===== config.mk =====
export PLATFORM = sky130hd
export DESIGN_NAME = alu_mult_seq
export DESIGN_NICKNAME = d
export VERILOG_FILES = /design/src/rtl/alu_mult_seq.sv
export SDC_FILE = /design/constraint.sdc
export NUM_CORES = 1
export LEC_CHECK = 0
export CORE_ASPECT_RATIO = 0.9
export CORE_MARGIN = 4
export CORE_UTILIZATION = 50
export DETAILED_ROUTE_END_ITERATION = 6
export HOLD_SLACK_MARGIN = 0.06
export PLACE_DENSITY = 0.92
export SYNTH_ARGS = -nofsm -noshare
export SYNTH_HDL_FRONTEND = slang
export SYNTH_SLANG_ARGS = --single-unit

===== constraint.sdc =====
create_clock -name i_clock -period 4 [get_ports i_clock]
set_input_delay 1 -clock i_clock [delete_from_list [all_inputs] [get_ports i_clock]]
set_output_delay 1 -clock i_clock [all_outputs]
set_load 0.05 [all_outputs]

===== src/rtl/alu_mult_seq.sv =====
`default_nettype none
// ============================================================================
//  Module      : alu_mult_seq
//  Description : Shift-and-add multiplier that borrows the shared pipeline ALU
//                (ADD only) to build the low NB_DATA bits of a*b, one partial
//                product per granted cycle. Optional early termination when
//                the remaining multiplier is zero: MULT_SEQ_EARLY_EXIT_EN.
//  Revision    : 1.0 - initial release
// ============================================================================
module alu_mult_seq #(
    parameter int NB_DATA      = 32,
    parameter int NB_OPERATION = 4
) (
    input  logic                    i_clock,
    input  logic                    i_reset,
    input  logic                    i_start,
    input  logic [NB_DATA-1:0]      i_data_a,
    input  logic [NB_DATA-1:0]      i_data_b,
    output logic                    o_busy,
    output logic                    o_done,
    output logic [NB_DATA-1:0]      o_result,
    output logic                    o_alu_req,
    input  logic                    i_alu_gnt,
    output logic [NB_OPERATION-1:0] o_alu_op,
    output logic [NB_DATA-1:0]      o_alu_a,
    output logic [NB_DATA-1:0]      o_alu_b,
    input  logic [NB_DATA-1:0]      i_alu_result
);

    localparam int                      c_NB_CNT   = $clog2(NB_DATA) + 1;
    localparam logic [c_NB_CNT-1:0]     c_LAST_CNT = c_NB_CNT'(NB_DATA - 1);
    localparam logic [NB_OPERATION-1:0] c_OP_ADD   = '0;

    typedef enum logic [1:0] {
        ST_IDLE = 2'd0,
        ST_RUN  = 2'd1,
        ST_DONE = 2'd2
    } state_t;

    state_t                r_state;
    state_t                w_state_next;
    logic [NB_DATA-1:0]    r_acc;
    logic [NB_DATA-1:0]    r_m;
    logic [NB_DATA-1:0]    r_q;
    logic [NB_DATA-1:0]    r_result;
    logic [c_NB_CNT-1:0]   r_cnt;

    logic                  w_start_ok;
    logic                  w_early_exit;
    logic                  w_step;
    logic                  w_last;
    logic [NB_DATA-1:0]    w_acc_next;

    // Once the multiplier is exhausted the remaining iterations only add zero.
`ifdef MULT_SEQ_EARLY_EXIT_EN
    assign w_early_exit = (r_state == ST_RUN) && (r_q == '0);
`else
    assign w_early_exit = 1'b0;
`endif

    assign w_start_ok = i_start && ((r_state == ST_IDLE) || (r_state == ST_DONE));
    assign w_step     = (r_state == ST_RUN) && !w_early_exit && i_alu_gnt;
    assign w_last     = w_step && (r_cnt == c_LAST_CNT);
    assign w_acc_next = r_q[0] ? i_alu_result : r_acc;

    always_ff @(posedge i_clock) begin
        if (i_reset) begin
            r_state <= ST_IDLE;
        end else begin
            r_state <= w_state_next;
        end
    end

    always_comb begin
        w_state_next = r_state;
        o_busy       = 1'b0;
        o_done       = 1'b0;
        o_alu_req    = 1'b0;
        o_alu_op     = c_OP_ADD;
        o_alu_a      = '0;
        o_alu_b      = '0;
        case (r_state)
            ST_IDLE: begin
                if (w_start_ok) w_state_next = ST_RUN;
            end
            ST_RUN: begin
                o_busy    = 1'b1;
                o_alu_req = !w_early_exit;
                o_alu_a   = r_acc;
                o_alu_b   = r_m;
                if (w_early_exit || w_last) w_state_next = ST_DONE;
            end
            ST_DONE: begin
                o_done       = 1'b1;
                w_state_next = w_start_ok ? ST_RUN : ST_IDLE;
            end
            default: begin
                w_state_next = ST_IDLE;
            end
        endcase
    end

    // Datapath: start load, one shift-and-add step per granted RUN cycle.
    always_ff @(posedge i_clock) begin
        if (i_reset) begin
            r_acc    <= '0;
            r_m      <= '0;
            r_q      <= '0;
            r_cnt    <= '0;
            r_result <= '0;
        end else if (w_start_ok) begin
            r_acc <= '0;
            r_m   <= i_data_a;
            r_q   <= i_data_b;
            r_cnt <= '0;
        end else if (w_step) begin
            r_acc <= w_acc_next;
            r_m   <= r_m << 1;
            r_q   <= r_q >> 1;
            r_cnt <= r_cnt + c_NB_CNT'(1);
            if (w_last) r_result <= w_acc_next;
        end else if (w_early_exit) begin
            r_result <= r_acc;
        end
    end

    assign o_result = r_result;

endmodule
`default_nettype wire


==> impl_metrics.csv, run 1 <==
group,metric,value,unit
drt,routed_wl,17900,um
timing,slew_headroom,55.17,%
layout,fill_cells,945,
drt,first_pass_iters,5,
pwr,powerDensity,409.4,nW/um2
placement,dp_slack,1.315,ns
global_routing,grtUsageTotal,24.48,%
flow_run,maxCapViolCount,0,
logic_synthesis,synth_largest_area_cell,"dfxtp_1",
critical_path,cp_num_buf_inv,3,
critical_path,cp_slowest_cell,"dfxtp_1",
layout,fin_cells,1030,
placement,port_buffers,198,
timing,holdWs,0.4645,ns
logic_synthesis,yosys_warnings,0,
die,initial_utilization,51.04,%
die,die-area,14170,um2
cts,path_clk_slew,0.06,ns
drt,drt_iter0_drc,542,
layout,fin_area,8511,um2
die,fp.dieW,125.0,um
die,rows,38,
die,fp.coreArea,12080,um2
cts,cts_setup_buffers,0,
die,die_y,113.3,um
critical_path,worstRegToRegCells,5,
global_routing,antenna_found_initial,0,
critical_path,worst-path-stages,5,
logic_synthesis,synth_edf_count,0,
placement,dp_hpwl,11420,um
layout,register_area,2724,um2
cts,clock_path_buffers,2,
logic_synthesis,syn_inst,701,
timing,fmax,336.3,MHz
cts,hold_buffers,0,
drt,route.detailed.wl_per_inst,17.38,um
drt,ant_nets,0,
cts,cts.sinks,136,
layout,nets,958,
logic_synthesis,syn-cell-area,6163,um2
logic_synthesis,synth_ff_type,"dfxtp_1",
timing,finClkSkew,0.01016,ns
cts,cts_resized,0,
logic_synthesis,seq_area_frac_synth,44.17,%
layout,num_antenna_cells,0,
timing,layout_min_cycle_time,2.973,ns
global_routing,grt_max_degree,63,
drt,num_vias,5944,
critical_path,cp_common_cell,"buf_4",
critical_path,critPathRequiredTime,3.00,ns
pwr,p_leak,2.994,nW
logic_synthesis,synth_cell_types,34,
die,io_pins,203,
timing,tightest_slew,0.6725,ns
logic_synthesis,syn_area_per_cell,8.792,um2
timing,final_min_period_over_clock_period,74.33,%
layout,multi_input_area,3039,um2
drt,drcViolationCount,0,
global_routing,first_global_vias,5533,
min_path,hold_path.class,"flop to flop",
pwr,peakVddDrop,340.8,uV
logic_synthesis,ys_async_sr_fraction,0,%
global_routing,grt-ovfl-total,0,
layout,drive_gt1_share,17.01,%
timing,fin_tns_setup,0,ns
global_routing,grt_pass1_wl,28460,um
critical_path,critPathKind,"flop to primary output",
logic_synthesis,ys_ff_latch,136,
layout,syn_to_final_growth,38.08,%
critical_path,slowest_delay,0.51,ns
min_path,whs_path_depth,2,
timing,rsz0062_at_grt,"no",
timing,finalSetupViolCount,0,
timing,setup_ws,1.027,ns
critical_path,cp-start-kind,"flop",
critical_path,crit_fanout,37,
placement,gp_congestion,0.7681,
placement,dpl_cell_area,7914,um2
cts,ctsRootBufferMaster,"clkbuf_16",
logic_synthesis,synth.area.top_cells,"dfxtp_1 (44%), a21oi_1 (10%), a22oi_1 (7.4%)",
placement,dpl.cell_count,998,
logic_synthesis,yosysMostFrequentCell,"dfxtp_1",
drt,routed_via_density,5.771,
critical_path,end_kind,"primary output",
cts,tritoncts,"done",
timing,final-hold-violation-count,0,
critical_path,cp.arrival,1.97,ns
cts,h-tree-depth,4,
cts,numCtsBuffers,17,
outcome,outcome,"completed",
critical_path,crit_family,"buffers and inverters",
logic_synthesis,yosysTopAreaCellShare,44.17,%
cts,clkLatencyLatePin,0.41,ns
logic_synthesis,synth_commonest_cells,"dfxtp_1 (136), a21oi_1 (128), and2_1 (64), nand3_1 (64), nand2_1 (63)",
critical_path,crit_path_cell_trace,"nand2b_1, inv_1, buf_4, and2_1, buf_4",
timing,drv_slew,0,
-- cells in the final DEF (no fill, tap or decap), types with 2 or more instances in the layout --
| master | synthesis | routed |
|---|---|---|
| a211oi_1 | 7 | 7 |
| a211oi_2 | 29 | 29 |
| a21oi_1 | 128 | 128 |
| a22oi_1 | 61 | 61 |
| and2_1 | 64 | 64 |
| and4b_1 | 3 | 3 |
| buf_4 | 5 | 81 |
| bufinv_16 | 0 | 2 |
| clkbuf_16 | 0 | 17 |
| clkbuf_8 | 0 | 2 |
| clkdlybuf4s50_1 | 0 | 131 |
| clkinv_2 | 0 | 2 |
| clkinv_4 | 0 | 2 |
| clkinvlp_4 | 0 | 4 |
| conb_1 | 1 | 4 |
| dfxtp_1 | 136 | 135 |
| inv_1 | 3 | 3 |
| inv_6 | 0 | 3 |
| mux2i_1 | 32 | 32 |
| nand2_1 | 63 | 63 |
| nand3_1 | 64 | 64 |
| nand4_1 | 2 | 2 |
| nor2_1 | 6 | 6 |
| nor3_1 | 2 | 2 |
| o21ai_0 | 4 | 4 |
| or3_1 | 3 | 3 |
-- tightest hold or removal path: stages (launching register included) --
cell	delay [ns]
dfxtp_1	0.30
nand3_1	0.06
a21oi_1	0.06
-- logic make-up (layout without fill, tap and decap cells) --
group                    after synthesis  in the layout  synth area share [%]
AND/OR/NAND/NOR                      217            217                 18.23
flip-flops                           136            136                 44.17
multiplexers                          32             32                 5.197
buffers and inverters                 82            248                 6.882
adder cells (fa/ha/maj)                1              1                0.2030
other                                  1              4               0.06084
AO/OA/AOI/OAI                        231            231                 25.11
XOR/XNOR                               1              1                0.1421
-- final cells by class --
type                    count  share of cell area [%]
multi-input cells         486                   35.71
flip-flops and latches    136                   32.01
clock inverters            13                   1.691
inverters                   3                  0.1323
well taps                 160                   2.352
clock buffers              19                   5.322
repair buffers            213                   22.79
-- sequential cells by signal (all words and copies together) (netlist names) --
register  count
o_result     32
r_acc        32
r_m          32
r_q          32
r_cnt         6
r_state       2
-- worst paths after layout --
path	start	to	slack, ns
min	r_q[9]	r_q[9]	0.46
min reg2reg	r_q[9]	r_q[9]	0.46
max reg2reg	r_cnt[0]	o_result[0]	1.88
max	r_state[0]	o_alu_a[1]	1.03
-- report_power, final --
part,internal [mW],switching [mW]
logic,0.197,0.274
registers,1.41,0.0384
clock network,0.956,0.609
total,2.56,0.922
-- metrics by stage --
| step | utilization, % | power [mW] |
|---|---|---|
| detailed placement | 65.53 | 1.942 |
| CTS | 70.47 | 3.497 |
| floorplan | - | 1.763 |
| finish | 70.47 | 3.484 |
| global placement | 65.53 | 1.935 |
| global route | 70.47 | 3.614 |
-- layer usage --
metal,wire [um],global-route usage (%)
met5,0,0
met4,259,7.298
met3,1183,5.993
met2,8914,41.45
met1,7546,31.15
Note: power is estimated with default switching activity, not from simulation.
==> inputs of run 2 (changes only) <==
CORE_UTILIZATION = 42   (was 50)
PLACE_DENSITY = 0.83   (was 0.92)
clock period = 2.45 ns   (was 4 ns; I/O delays follow)
==> run 2 against run 1 <==
  * Clock skew is 0.0032 ns lower
  * Critical path depth stayed put
  * Clock-buffer cell count is 2 lower
  * Non-clock buffer count rose by 5
  * Power is 68% higher
  * Register-to-register slack worse by 1.1 ns
  * Design area increased by 12%
  * Cell count rose by 3.7%
  * Hold slack better by 0.0018 ns
  * Die area rose by 18%
  * Clock power rose by 66%
  * Wire length up 5.9%
  * Critical endpoint is now o_alu_a[31]
==> impl_metrics.csv, run 2 (same netlist as run 1, synthesis figures left out) <==
group,metric,value,unit
cts,cts_setup_buffers,0,
pwr,p_leak,3.246,nW
cts,h-tree-depth,4,
critical_path,timing.rr.start,"r_cnt[0]",
layout,syn_to_final_growth,54.61,%
placement,dpl.cell_count,1036,
critical_path,cp-start-kind,"flop",
placement,port_buffers,198,
pwr,swShare,26.21,%
timing,slew_headroom,61.98,%
die,rows,41,
layout,num_antenna_cells,0,
drt,num_vias,6010,
layout,nets,963,
min_path,hold_start,"r_q[3]",
drt,routed_wl,18960,um
timing,tightest_slew,0.5685,ns
critical_path,worstRegToRegCells,5,
cts,clock_path_buffers,2,
flow_run,maxCapViolCount,0,
pwr,clockPowerShare,44.5,%
layout,final_cell_mix,"dfxtp_1 (134), clkdlybuf4s50_1 (130), a21oi_1 (128)",
drt,drt_iter0_drc,567,
min_path,whs_path_depth,2,
layout,fin_cells,1068,
cts,tritoncts,"done",
pwr,p_int,4.313,mW
outcome,outcome,"completed",
die,initial_utilization,43.37,%
critical_path,critPathKind,"flop to primary output",
timing,rsz0062_at_grt,"yes",
layout,drive_gt1_share,17.60,%
timing,drv_slew,0,
critical_path,end_kind,"primary output",
drt,ant_nets,0,
cts,cts.sinks,136,
pwr,net-switching-power,1.532,mW
drt,first_pass_iters,5,
die,die-area,16680,um2
pwr,p_comb_share,15.0,%
pwr,peakVddDrop,500.6,uV
timing,finalSetupViolCount,0,
cts,hold_buffers,0,
global_routing,grt-ovfl-total,0,
critical_path,r2r-end,"o_result[0]",
global_routing,grtUsageTotal,22.13,%
cts,ctsRootBufferMaster,"clkbuf_16",
pwr,powerDensity,613.3,nW/um2
cts,numCtsBuffers,17,
global_routing,antenna_found_initial,0,
layout,multi_input_area,3039,um2
critical_path,r2r_slack,0.76,ns
die,die_y,122.9,um
layout,fill_cells,1075,
layout,fin_area,9529,um2
die,fp.dieW,135.7,um
cts,clkLatencyLatePin,0.42,ns
global_routing,first_global_vias,5695,
global_routing,grt_pass1_wl,29480,um
layout,register_area,2728,um2
timing,layout_min_cycle_time,2.338,ns
critical_path,cp.arrival,1.73,ns
timing,fmax,427.8,MHz
min_path,hold_path_end,"r_q[3]",
critical_path,critPathRequiredTime,1.84,ns
die,fp.coreArea,14210,um2
layout,layout_commonest_cell,"dfxtp_1",
global_routing,grt_max_degree,88,
drt,drcViolationCount,0,
timing,finClkSkew,0.006974,ns
timing,final_min_period_over_clock_period,95.41,%
placement,gp_congestion,0.7949,
drt,routed_via_density,5.627,
pwr,power_frac_seq,40.5,%
critical_path,crit_fanout,43,
min_path,hold_path.class,"flop to flop",
timing,final-hold-violation-count,0,
placement,dpl_cell_area,8919,um2
drt,route.detailed.wl_per_inst,17.75,um
cts,path_clk_slew,0.06,ns
die,io_pins,203,
placement,dp_hpwl,12430,um
[run 2: stage by stage]
step / total power [mW] / setup TNS (ns) / utilization [%] / worst slack [ns] / hold slack (ns)
global placement: 3.271 / 0 / 62.76 / 0.3438 / 0.4501
floorplan: 2.878 / 0 / - / 0.1046 / 0.4441
detailed placement: 3.287 / 0 / 62.76 / 0.2873 / 0.4578
global route: 6.051 / -0.01722 / 67.06 / -0.007973 / 0.4858
CTS: 5.877 / 0 / 67.04 / 0.09005 / 0.4659
finish: 5.844 / 0 / 67.06 / 0.1124 / 0.4664
[run 2: worst max-delay path by stage]
stage / start / slack, ns / depth (start not counted) / endpoint
final: r_state[1] / 0.11 / 5 / o_alu_a[31]
after global routing: r_state[1] / -0.008 / 5 / o_alu_a[11]
after CTS: r_state[0] / 0.09 / 5 / o_alu_a[10]
after detailed placement: i_alu_gnt / 0.29 / 5 / r_m[31]
after global placement: i_alu_gnt / 0.34 / 5 / r_m[6]
after floorplan: r_state[0] / 0.10 / 5 / o_alu_a[20]
[run 2: worst max-delay path, stage by stage, from the launching register on]
cell and delay, ns:
dfxtp_1 0.35, nand2b_1 0.21, inv_1 0.15, buf_12 0.21
and2_1 0.23, buf_12 0.16
[run 2: per-layer routing]
metal	up-vias	GRT usage (%)	share of wire, %
met3	38	5.370	6.6
li1	2821	-	-
met5	-	0	0
met2	249	36.91	50
met4	0	8.375	2.5
met1	2902	27.94	41
[run 2: final cells by class]
cell class | count | share of cell area (%)
flip-flops and latches | 136 | 28.62
clock buffers | 17 | 4.464
inverters | 3 | 0.1182
multi-input cells | 486 | 31.89
well taps | 193 | 2.534
clock inverters | 15 | 1.878
repair buffers | 218 | 30.49
[run 2: power groups by stage]
stage	sequential [mW]	clock (mW)	combinational (mW)
5_1_grt	2.38	2.74	0.937
2_1_floorplan	2.39	0	0.492
6_report	2.37	2.60	0.876
4_1_cts	2.37	2.63	0.878
3_3_place_gp	2.41	0	0.860
3_5_place_dp	2.41	0	0.873
[run 2: timing repair]
item	4_1_cts	5_1_grt
gates resized for setup	3	1
setup endpoints to repair	25	8
cloned	0	0
endpoints found under the hold margin	0	0
==> inputs of run 3 (changes only) <==
GPL_ROUTABILITY_DRIVEN = 0   (was not set)
TNS_END_PERCENT = 50   (was not set)
==> results of run 3 <==
No change in the layout: final DEF, timing and power equal those of run 2.
